==> config.mk <==
export PLATFORM = sky130hd
export DESIGN_NAME = fetch_stage
export DESIGN_NICKNAME = d
export VERILOG_FILES = /design/src/rtl/fetch_stage.sv
export SDC_FILE = /design/constraint.sdc
export NUM_CORES = 1
export LEC_CHECK = 0
export ABC_AREA = 1
export CORE_UTILIZATION = 40
export CTS_CLUSTER_SIZE = 14
export DETAILED_ROUTE_END_ITERATION = 10
export PLACE_DENSITY_LB_ADDON = 0.05
export SLEW_MARGIN = 20
export SYNTH_ARGS = -nofsm -noshare
export SYNTH_HDL_FRONTEND = slang
export SYNTH_SLANG_ARGS = --single-unit
==> constraint.sdc <==
create_clock -name clk -period 4.5 [get_ports clk]
set_input_delay 1.35 -clock clk [delete_from_list [all_inputs] [get_ports clk]]
set_output_delay 1.35 -clock clk [all_outputs]
set_load 0.05 [all_outputs]
==> src/rtl/fetch_stage.sv <==
// Instruction-fetch stage: owns the PC, addresses instruction memory combinationally
// and registers the returned word into IF/ID, with stall, redirect and end-of-program halt.
module fetch_stage #(
  parameter logic [31:0] RESET_PC  = 32'h0000_0000,
  parameter int          MEM_WORDS = 13,
  parameter logic [31:0] NOP       = 32'h0000_0000
) (
  input  logic        clk,
  input  logic        rst_n,
  input  logic        stall,
  input  logic        desvio,
  input  logic [31:0] alvo_desvio,
  output logic [31:0] endereco,
  input  logic [31:0] instrucao,
  output logic [31:0] if_id_instrucao,
  output logic [31:0] if_id_pc,
  output logic [31:0] if_id_pc_mais4,
  output logic        if_id_valido,
  output logic        fim_programa,
  output logic [31:0] cont_busca
);

  typedef enum logic {FETCH, HALTED} state_t;

  localparam logic [29:0] WORD_LIMIT = 30'(MEM_WORDS);
  localparam logic [31:0] PC_INIT    = RESET_PC & ~32'h3;

  state_t      state_reg, state_next;
  logic [31:0] pc_reg, pc_next;
  logic [31:0] instr_reg, instr_next;
  logic [31:0] ifpc_reg, ifpc_next;
  logic [31:0] ifpc4_reg, ifpc4_next;
  logic        valido_reg, valido_next;
  logic [31:0] cont_reg, cont_next;

  logic [31:0] pc_mais4;
  logic        in_range;

  assign pc_mais4 = pc_reg + 32'd4;
  // Word-index compare keeps the bound exact for any MEM_WORDS.
  assign in_range = pc_reg[31:2] < WORD_LIMIT;

  always_ff @(posedge clk or negedge rst_n) begin
    if (!rst_n) begin
      state_reg  <= FETCH;
      pc_reg     <= PC_INIT;
      instr_reg  <= NOP;
      ifpc_reg   <= 32'h0;
      ifpc4_reg  <= 32'h0;
      valido_reg <= 1'b0;
      cont_reg   <= 32'h0;
    end else begin
      state_reg  <= state_next;
      pc_reg     <= pc_next;
      instr_reg  <= instr_next;
      ifpc_reg   <= ifpc_next;
      ifpc4_reg  <= ifpc4_next;
      valido_reg <= valido_next;
      cont_reg   <= cont_next;
    end
  end

  always_comb begin
    state_next  = state_reg;
    pc_next     = pc_reg;
    instr_next  = instr_reg;
    ifpc_next   = ifpc_reg;
    ifpc4_next  = ifpc4_reg;
    valido_next = valido_reg;
    cont_next   = cont_reg;

    if (desvio) begin
      // Redirect wins over stall; the wrong-path word in IF/ID becomes a bubble.
      pc_next     = alvo_desvio & ~32'h3;
      instr_next  = NOP;
      valido_next = 1'b0;
      state_next  = FETCH;
    end else if (!stall) begin
      case (state_reg)
        FETCH: begin
          if (in_range) begin
            instr_next  = instrucao;
            ifpc_next   = pc_reg;
            ifpc4_next  = pc_mais4;
            valido_next = 1'b1;
            pc_next     = pc_mais4;
            cont_next   = cont_reg + 32'd1;
          end else begin
            state_next  = HALTED;
            instr_next  = NOP;
            valido_next = 1'b0;
          end
        end
        default: begin
          instr_next  = NOP;
          valido_next = 1'b0;
        end
      endcase
    end
  end

  assign endereco        = pc_reg;
  assign if_id_instrucao = instr_reg;
  assign if_id_pc        = ifpc_reg;
  assign if_id_pc_mais4  = ifpc4_reg;
  assign if_id_valido    = valido_reg;
  assign fim_programa    = (state_reg == HALTED);
  assign cont_busca      = cont_reg;

endmodule

==> results.cfg, run 1 <==
[synthesis]
avgSynthCellArea_um2 = 7.81
synth.largest_area_cell = dfrtp_1
ys_seq_area_frac = 0.576
synth_cells = 869
synth-seq-cells = 156
ys_top_cells_by_area = dfrtp_1 (58%), nand2_1 (23%), nor2_1 (6.9%)
ys_warn_count = 0
synth_top_area_frac = 0.576
syn_area_um2 = 6780
synth_cell_types = 15

[layout]
area_growth_pct = 44.6
fin_nets = 1161
n_antenna_cell = 0
final_util = 0.591
drive_gt1_frac = 0.0399
fin_cells = 1323

[routing]
finalWirelength_um = 17700
routedWlPerCell_um = 13.3
first_pass_iters = 4
initialDrtViolationCount = 230
drc_errors = 0
routed_via_density = 4.45
vias = 5881
antenna_left = 0

[die]
start_util = 0.409
pin_count = 230
fp-row-count = 47
die_area_um2 = 17500
core-area_um2 = 16600
die_y_um = 132
dieWidth_um = 132

[placed_design]
dp_hpwl_um = 12400
numPortBuffers = 221
dp_cells = 1291
gp_congestion = 0.845

[clock_network]
postCtsHoldBufs = 0
cts_tree = done
htree_levels = 4
postCtsResizedCells = 0
clk_latency_ns = 0.42
numCtsBuffers = 17
post_cts_buffers = 0
clkSinkCount = 156
cts_max_path_buffers = 2
cts_root_buf = clkbuf_16
clk_pin_slew_ns = 0.06

[timing]
finClkSkew_ns = 0.0101
setup_viol = 0
fin_crit_ns = 3.12
slew_headroom = 0.499
fin_crit_sh = 0.693
rsz0062_at_grt = false
hold_viol = 0
slew_violations = 0
fin_setup_tns_ns = 0
fmax_ghz = 0.321
tightestPinTransition_ns = 0.752

[hold_path]
hold_path_depth = 2
hold_path_end = if_id_instrucao[13]$_DFFE_PN0N_
hp-class = register to register
min_from = if_id_instrucao[13]$_DFFE_PN0N_

[critical_path]
path_max_fanout = 7
path_class = register to output port
worstPathRequired_ns = 3.15
r2r_setup_slack_ns = 2.39
crit_slowest_cell = clkdlybuf4s50_1
crit_arrival_ns = 1.77
endpoint_kind = output port
reg2reg_from = endereco[2]$_DFFE_PN0P_
r2r_cells = 9
worstReg2RegEnd = cont_busca[22]$_DFFE_PN0P_
start_kind = register
critPathTopFamily = buffers and inverters
path_cells = clkdlybuf4s50_1
max_stage_delay_ns = 0.87
cp_num_buf_inv = 1

[grt]
grt_pass1_vias = 5730
grt_max_degree = 78
grt_antenna_before_repair = 0
grtUsageTotal = 0.215
grt_pass1_wl_um = 29400
grt_overflow = 0

[flow_run]
drv_cap = 0

[pwr]
ir_worst_vdd_uv = 267
power-per-cell-area_nw_per_um2 = 320
p_leak_uw = 0.00487

[run_status]
status = finished, final reports clean
sequential cells by signal, indices dropped and copies added (netlist names):
signal / count
if_id_instrucao: 32
cont_busca: 32
endereco: 30
if_id_valido: 1
if_id_pc: 30
fim_programa: 1
if_id_pc_mais4: 30
worst max path at each step:
stage / start / endpoint / cells after the start
2_1_floorplan: stall / if_id_pc[10]$_DFFE_PN0P_ / 8
3_3_place_gp: desvio / cont_busca[6]$_DFFE_PN0P_ / 5
3_5_place_dp: desvio / cont_busca[22]$_DFFE_PN0P_ / 5
4_1_cts: endereco[4]$_DFFE_PN0P_ / endereco[4] / 1
5_1_grt: endereco[4]$_DFFE_PN0P_ / endereco[4] / 1
6_report: endereco[4]$_DFFE_PN0P_ / endereco[4] / 1
cell usage in the layout, fill, tap and decap left out:
master	n
buf_12	4
buf_4	5
buf_6	1
clkbuf_1	1
clkbuf_16	17
clkdlybuf4s50_1	220
clkinv_2	1
clkinv_4	2
clkinv_8	1
clkinvlp_4	2
conb_1	6
dfrtp_1	156
ha_1	3
inv_1	82
inv_6	6
inv_8	2
nand2_1	415
nand3_1	19
nand4_1	1
nor2_1	123
nor2_2	2
nor3_4	1
o21ai_0	18
xnor2_1	7
xor2_1	8
power breakdown:
part / switching (uW) / leakage (uW) / internal [uW] / total, uW
sequential: 29.3 / 0.00186 / 1430 / 1460
clock: 626 / 0.000269 / 728 / 1350
combinational: 201 / 0.00274 / 120 / 321
cell families after synthesis:
family / count (synthesis) / synth area share
adders and majority gates: 3 / 0.00553
DFF: 156 / 0.576
AOI/OAI and AO/OA: 18 / 0.0133
buffers and inverters: 115 / 0.0705
xor gates and xnor gates: 15 / 0.0194
and+or+nand+nor: 561 / 0.315
other: 1 / 0.000553
final cells by class:
class | count | area, um2
multi-input combinational | 603 | 2430
fill | 1563 | 6780
timing repair buffer | 230 | 2330
clock inverter | 14 | 129
sequential | 156 | 3900
inverter | 82 | 308
clock buffer | 18 | 429
tap | 220 | 275
stage by stage:
step	power [uW]	setup slack [ns]	area (um2)	hold WS [ns]
6_report	3130	1.38	9810	0.476
5_1_grt	3260	1.31	9810	0.494
4_1_cts	3180	1.35	9810	0.481
3_5_place_dp	1810	1.17	9250	0.464
3_3_place_gp	1810	1.22	9250	0.462
2_1_floorplan	1650	2.06	6800	0.731
layer usage:
metal	vias up	part of all wire	global-route usage
li1	3009	-	-
met1	2663	0.43	0.271
met2	181	0.48	0.344
met3	28	0.075	0.0715
met4	0	0.020	0.0798
met5	-	0	0
synthesized netlist by cell type:
| cell type | number |
|---|---|
| buf_2 | 16 |
| buf_4 | 7 |
| clkbuf_1 | 10 |
| conb_1 | 1 |
| dfrtp_1 | 156 |
| ha_1 | 3 |
| inv_1 | 82 |
| nand2_1 | 415 |
| nand3_1 | 19 |
| nand4_1 | 1 |
| nor2_1 | 125 |
| nor3_2 | 1 |
| o21ai_0 | 18 |
| xnor2_1 | 7 |
| xor2_1 | 8 |
(Power assumes the default switching activity.)
==> inputs of run 2 (changes only) <==
==> constraint.sdc (replaced) <==
create_clock -name clk -period 3.2 [get_ports clk]
set_input_delay 0.96 -clock clk [delete_from_list [all_inputs] [get_ports clk]]
set_output_delay 0.96 -clock clk [all_outputs]
set_load 0.05 [all_outputs]
==> run 2 against run 1 <==
Hold slack got worse by 0.00063 ns. First-iteration DRC count is 17% higher. Combinational power rose by 42%. Power is 42% higher. Setup slack got worse by 0.90 ns. Flip-flop and latch count unchanged. Die area is the same. Critical path type unchanged.
==> results.cfg, run 2 (synthesis results as in run 1) <==
[run_status]
status = finished, final reports clean

[critical_path]
start_kind = register
cp_num_buf_inv = 1
path_max_fanout = 7
endpoint_kind = output port
max_stage_delay_ns = 0.86
path_cells = clkdlybuf4s50_1
r2r_cells = 10
crit_start = endereco[2]$_DFFE_PN0P_
critPathTopFamily = buffers and inverters
crit_slowest_cell = clkdlybuf4s50_1
reg2reg_from = endereco[2]$_DFFE_PN0P_
crit_arrival_ns = 1.76
r2r_setup_slack_ns = 1.12
path_class = register to output port
worstPathRequired_ns = 2.24
worstReg2RegEnd = endereco[26]$_DFFE_PN0P_

[placed_design]
dp_cells = 1293
numPortBuffers = 221
gp_congestion = 0.877
dpl_cell_area_um2 = 9250
dp_hpwl_um = 12400

[timing]
setup_viol = 0
fin_setup_tns_ns = 0
fin_hold_ws_ns = 0.476
slew_violations = 0
fmax_ghz = 0.367
fin_crit_ns = 2.72
rsz0062_at_grt = false
fin_crit_sh = 0.851
slew_headroom = 0.620
finClkSkew_ns = 0.00818
hold_viol = 0
tightestPinTransition_ns = 0.568

[die]
fp-row-count = 47
core-area_um2 = 16600
start_util = 0.409
die_area_um2 = 17500
dieWidth_um = 132
pin_count = 230
die_y_um = 132

[layout]
drive_gt1_frac = 0.0416
fin_area_um2 = 9820
final_cell_mix = nand2_1 (415), clkdlybuf4s50_1 (220), dfrtp_1 (156)
area_growth_pct = 44.8
fin_cells = 1325
final_util = 0.592
fin_nets = 1163
n_antenna_cell = 0
mostFrequentLayoutCell = nand2_1

[clock_network]
cts_tree = done
postCtsHoldBufs = 0
htree_levels = 4
clk_pin_slew_ns = 0.06
cts_root_buf = clkbuf_16
cts_max_path_buffers = 2
post_cts_buffers = 0
clkSinkCount = 156
postCtsResizedCells = 0
numCtsBuffers = 17
clk_latency_ns = 0.42

[routing]
drc_errors = 0
finalWirelength_um = 17800
routedWlPerCell_um = 13.5
antenna_left = 0
vias = 5898
first_pass_iters = 4
initialDrtViolationCount = 268
routed_via_density = 4.45

[pwr]
p_leak_uw = 0.00487
power-per-cell-area_nw_per_um2 = 453
ir_worst_vdd_uv = 353

[flow_run]
drv_cap = 0

[hold_path]
hold_path_depth = 2
hold_path_end = if_id_instrucao[16]$_DFFE_PN0N_
min_from = if_id_instrucao[16]$_DFFE_PN0N_
hp-class = register to register

[grt]
grt_pass1_vias = 5689
grt_antenna_before_repair = 0
grt_max_degree = 67
grt_pass1_wl_um = 29400
grtUsageTotal = 0.215
grt_overflow = 0
==> run 2: changes by cell type in the layout (fill, tap and decap cells not counted) <==
cell	change
clkinvlp_4	+2
buf_4	+3
clkinv_4	+2
buf_12	-1
inv_8	-1
inv_6	-3
clkinv_8	-1
bufinv_16	+1
==> run 2: final cells by class <==
| class | count | area, um2 |
|---|---|---|
| fillers | 1555 | 6770 |
| flip-flops and latches | 156 | 3900 |
| multi-input cells | 603 | 2430 |
| repair buffers | 232 | 2330 |
| clock buffers | 18 | 429 |
| inverters | 82 | 308 |
| well taps | 220 | 275 |
| clock inverters | 14 | 138 |
==> run 2: through the flow <==
stage	total power, uW	setup WS [ns]
final	4450	0.478
after global routing	4630	0.408
after CTS	4510	0.442
after detailed placement	2550	0.492
after global placement	2550	0.520
after floorplan	2310	1.15
==> run 2: worst max path at each step <==
stage	cells after the start	endpoint	slack, ns
CTS	1	endereco[2]	0.44
global route	1	endereco[4]	0.41
global placement	10	endereco[23]$_DFFE_PN0P_	0.52
floorplan	8	if_id_pc[10]$_DFFE_PN0P_	1.15
finish	1	endereco[2]	0.48
detailed placement	10	endereco[17]$_DFFE_PN0P_	0.49
==> run 2: report_power, final <==
| group | internal (uW) | switching [uW] |
|---|---|---|
| Sequential | 2010 | 41.2 |
| Combinational | 172 | 285 |
| Clock | 1090 | 855 |
==> run 2: routing by layer <==
metal | part of all wire | GRT usage | vias up
met3 | 0.068 | 0.0715 | 25
met1 | 0.43 | 0.261 | 2710
li1 | - | - | 3009
met5 | 0 | 0 | -
met4 | 0.022 | 0.0856 | 0
met2 | 0.48 | 0.354 | 154
==> inputs of run 3 (changes only) <==
--- a/config.mk
+++ b/config.mk
@@ -6,6 +6,7 @@
 export NUM_CORES = 1
 export LEC_CHECK = 0
 export ABC_AREA = 1
+export CORE_ASPECT_RATIO = 1.75
 export CORE_UTILIZATION = 40
 export CTS_CLUSTER_SIZE = 14
 export DETAILED_ROUTE_END_ITERATION = 10
==> run 3 against run 2 <==
Non-clock buffer count is 1 higher. Hold slack worse by 0.012 ns. Routed wire length is 1.9% lower. Critical path depth stayed put. Cell count is 0.38% higher. Register-to-register slack worse by 0.06 ns. Count of clock-buffer cells in the layout is 2 higher. Flip-flop and latch count stayed put. Global-route usage is 0.18 points lower. Largest cell class unchanged.
==> results.cfg, run 3 (synthesis results as in run 1) <==
[timing]
fin_ws_ns = 0.466
fmax_ghz = 0.366
fin_hold_ws_ns = 0.464
finClkSkew_ns = 0.0126
fin_crit_ns = 2.73
fin_crit_sh = 0.854
tightestPinTransition_ns = 0.577
rsz0062_at_grt = false
hold_viol = 0
slew_violations = 0
slew_headroom = 0.614
fin_setup_tns_ns = 0
setup_viol = 0

[layout]
fill_cells = 1544
mostFrequentLayoutCell = nand2_1
final_cell_mix = nand2_1 (415), clkdlybuf4s50_1 (220), dfrtp_1 (156)
area_growth_pct = 45.0
fin_area_um2 = 9830
fin_nets = 1164
drive_gt1_frac = 0.0407

[clock_network]
clkSinkCount = 156
postCtsHoldBufs = 0
cts_root_buf = clkbuf_16
cts_max_path_buffers = 2
clk_pin_slew_ns = 0.07
post_cts_buffers = 0
postCtsResizedCells = 0
clk_latency_ns = 0.42
cts_tree = done
numCtsBuffers = 17
htree_levels = 4

[routing]
initialDrtViolationCount = 202
vias = 5989
first_pass_iters = 4
drc_errors = 0
antenna_left = 0
routedWlPerCell_um = 13.1
routed_via_density = 4.50
finalWirelength_um = 17500

[grt]
grt_pass1_wl_um = 28900
grtUsageTotal = 0.213
grt_max_degree = 65
grt_overflow = 0
grt_antenna_before_repair = 1
grt_pass1_vias = 5922

[critical_path]
critPathTopFamily = buffers and inverters
path_class = register to output port
path_cells = clkdlybuf4s50_1
crit_arrival_ns = 1.77
crit_slowest_cell = clkdlybuf4s50_1
reg2reg_from = endereco[2]$_DFFE_PN0P_
cp_num_buf_inv = 1
path_max_fanout = 7
start_kind = register
endpoint_kind = output port
max_stage_delay_ns = 0.88
crit_start = endereco[4]$_DFFE_PN0P_
worstPathRequired_ns = 2.24

[placed_design]
dp_hpwl_um = 12600
place_ws_ns = 0.378
gp_congestion = 0.824
numPortBuffers = 221
dpl_cell_area_um2 = 9260

[pwr]
p_leak_uw = 0.00488
power-per-cell-area_nw_per_um2 = 453
p_sw_uw = 1110
power_uw = 4450
ir_worst_vdd_uv = 295
power_frac_clock = 0.437
seq_power_share = 0.461
swShare = 0.249
p_int_uw = 3350
p_comb_frac = 0.102

[die]
die_area_um2 = 17500
die_y_um = 174
fp-row-count = 62
pin_count = 230
dieWidth_um = 100
core-area_um2 = 16500
start_util = 0.410

[run_status]
status = finished, final reports clean

[hold_path]
hp-class = input pin to asynchronous set/reset pin

[flow_run]
drv_cap = 0
==> run 3: area by class of cell <==
cell class	count	area [um2]	share of cell area
flip-flops and latches	156	3900	0.397
multi-input cells	603	2430	0.247
repair buffers	233	2340	0.238
clock buffers	20	447	0.0454
inverters	82	308	0.0313
well taps	224	280	0.0285
clock inverters	11	121	0.0123
diodes	1	2.50	0.000254
==> run 3: final timing paths <==
kind	to	slack (ns)	cells after the start
worst max-delay path	endereco[4]	0.47	1
worst min-delay path	if_id_pc_mais4[30]$_DFFE_PN0P_	0.46	1
worst max register to register	endereco[2]$_DFFE_PN0P_	1.06	10
worst min register to register	if_id_instrucao[16]$_DFFE_PN0N_	0.48	2
max in group asynchronous	if_id_pc_mais4[2]$_DFFE_PN0P_	2.06	2
min in group clk	if_id_instrucao[16]$_DFFE_PN0N_	0.48	2
==> run 3: power groups by stage <==
stage	logic, uW	registers [uW]	clock network, uW
CTS	462	2050	2010
detailed placement	460	2090	0
global route	493	2060	2080
finish	455	2050	1950
global placement	461	2090	0
floorplan	101	2210	0
==> run 3: stage by stage <==
| step | util | instances |
|---|---|---|
| 6_report | 0.595 | 1330 |
| 5_1_grt | 0.595 | 1330 |
| 4_1_cts | 0.595 | 1329 |
| 3_5_place_dp | 0.561 | 1298 |
| 3_3_place_gp | 0.561 | 1298 |
| 2_1_floorplan | - | 874 |
==> run 3: metal layers <==
| metal | vias to the layer above | wire, um | part of all wire | global-route usage |
|---|---|---|---|---|
| li1 | 3012 | - | - | - |
| met2 | 172 | 9190 | 0.53 | 0.376 |
| met1 | 2775 | 6590 | 0.38 | 0.231 |
| met3 | 30 | 1090 | 0.063 | 0.0631 |
| met4 | 0 | 617 | 0.035 | 0.0984 |
| met5 | - | 0 | 0 | 0 |
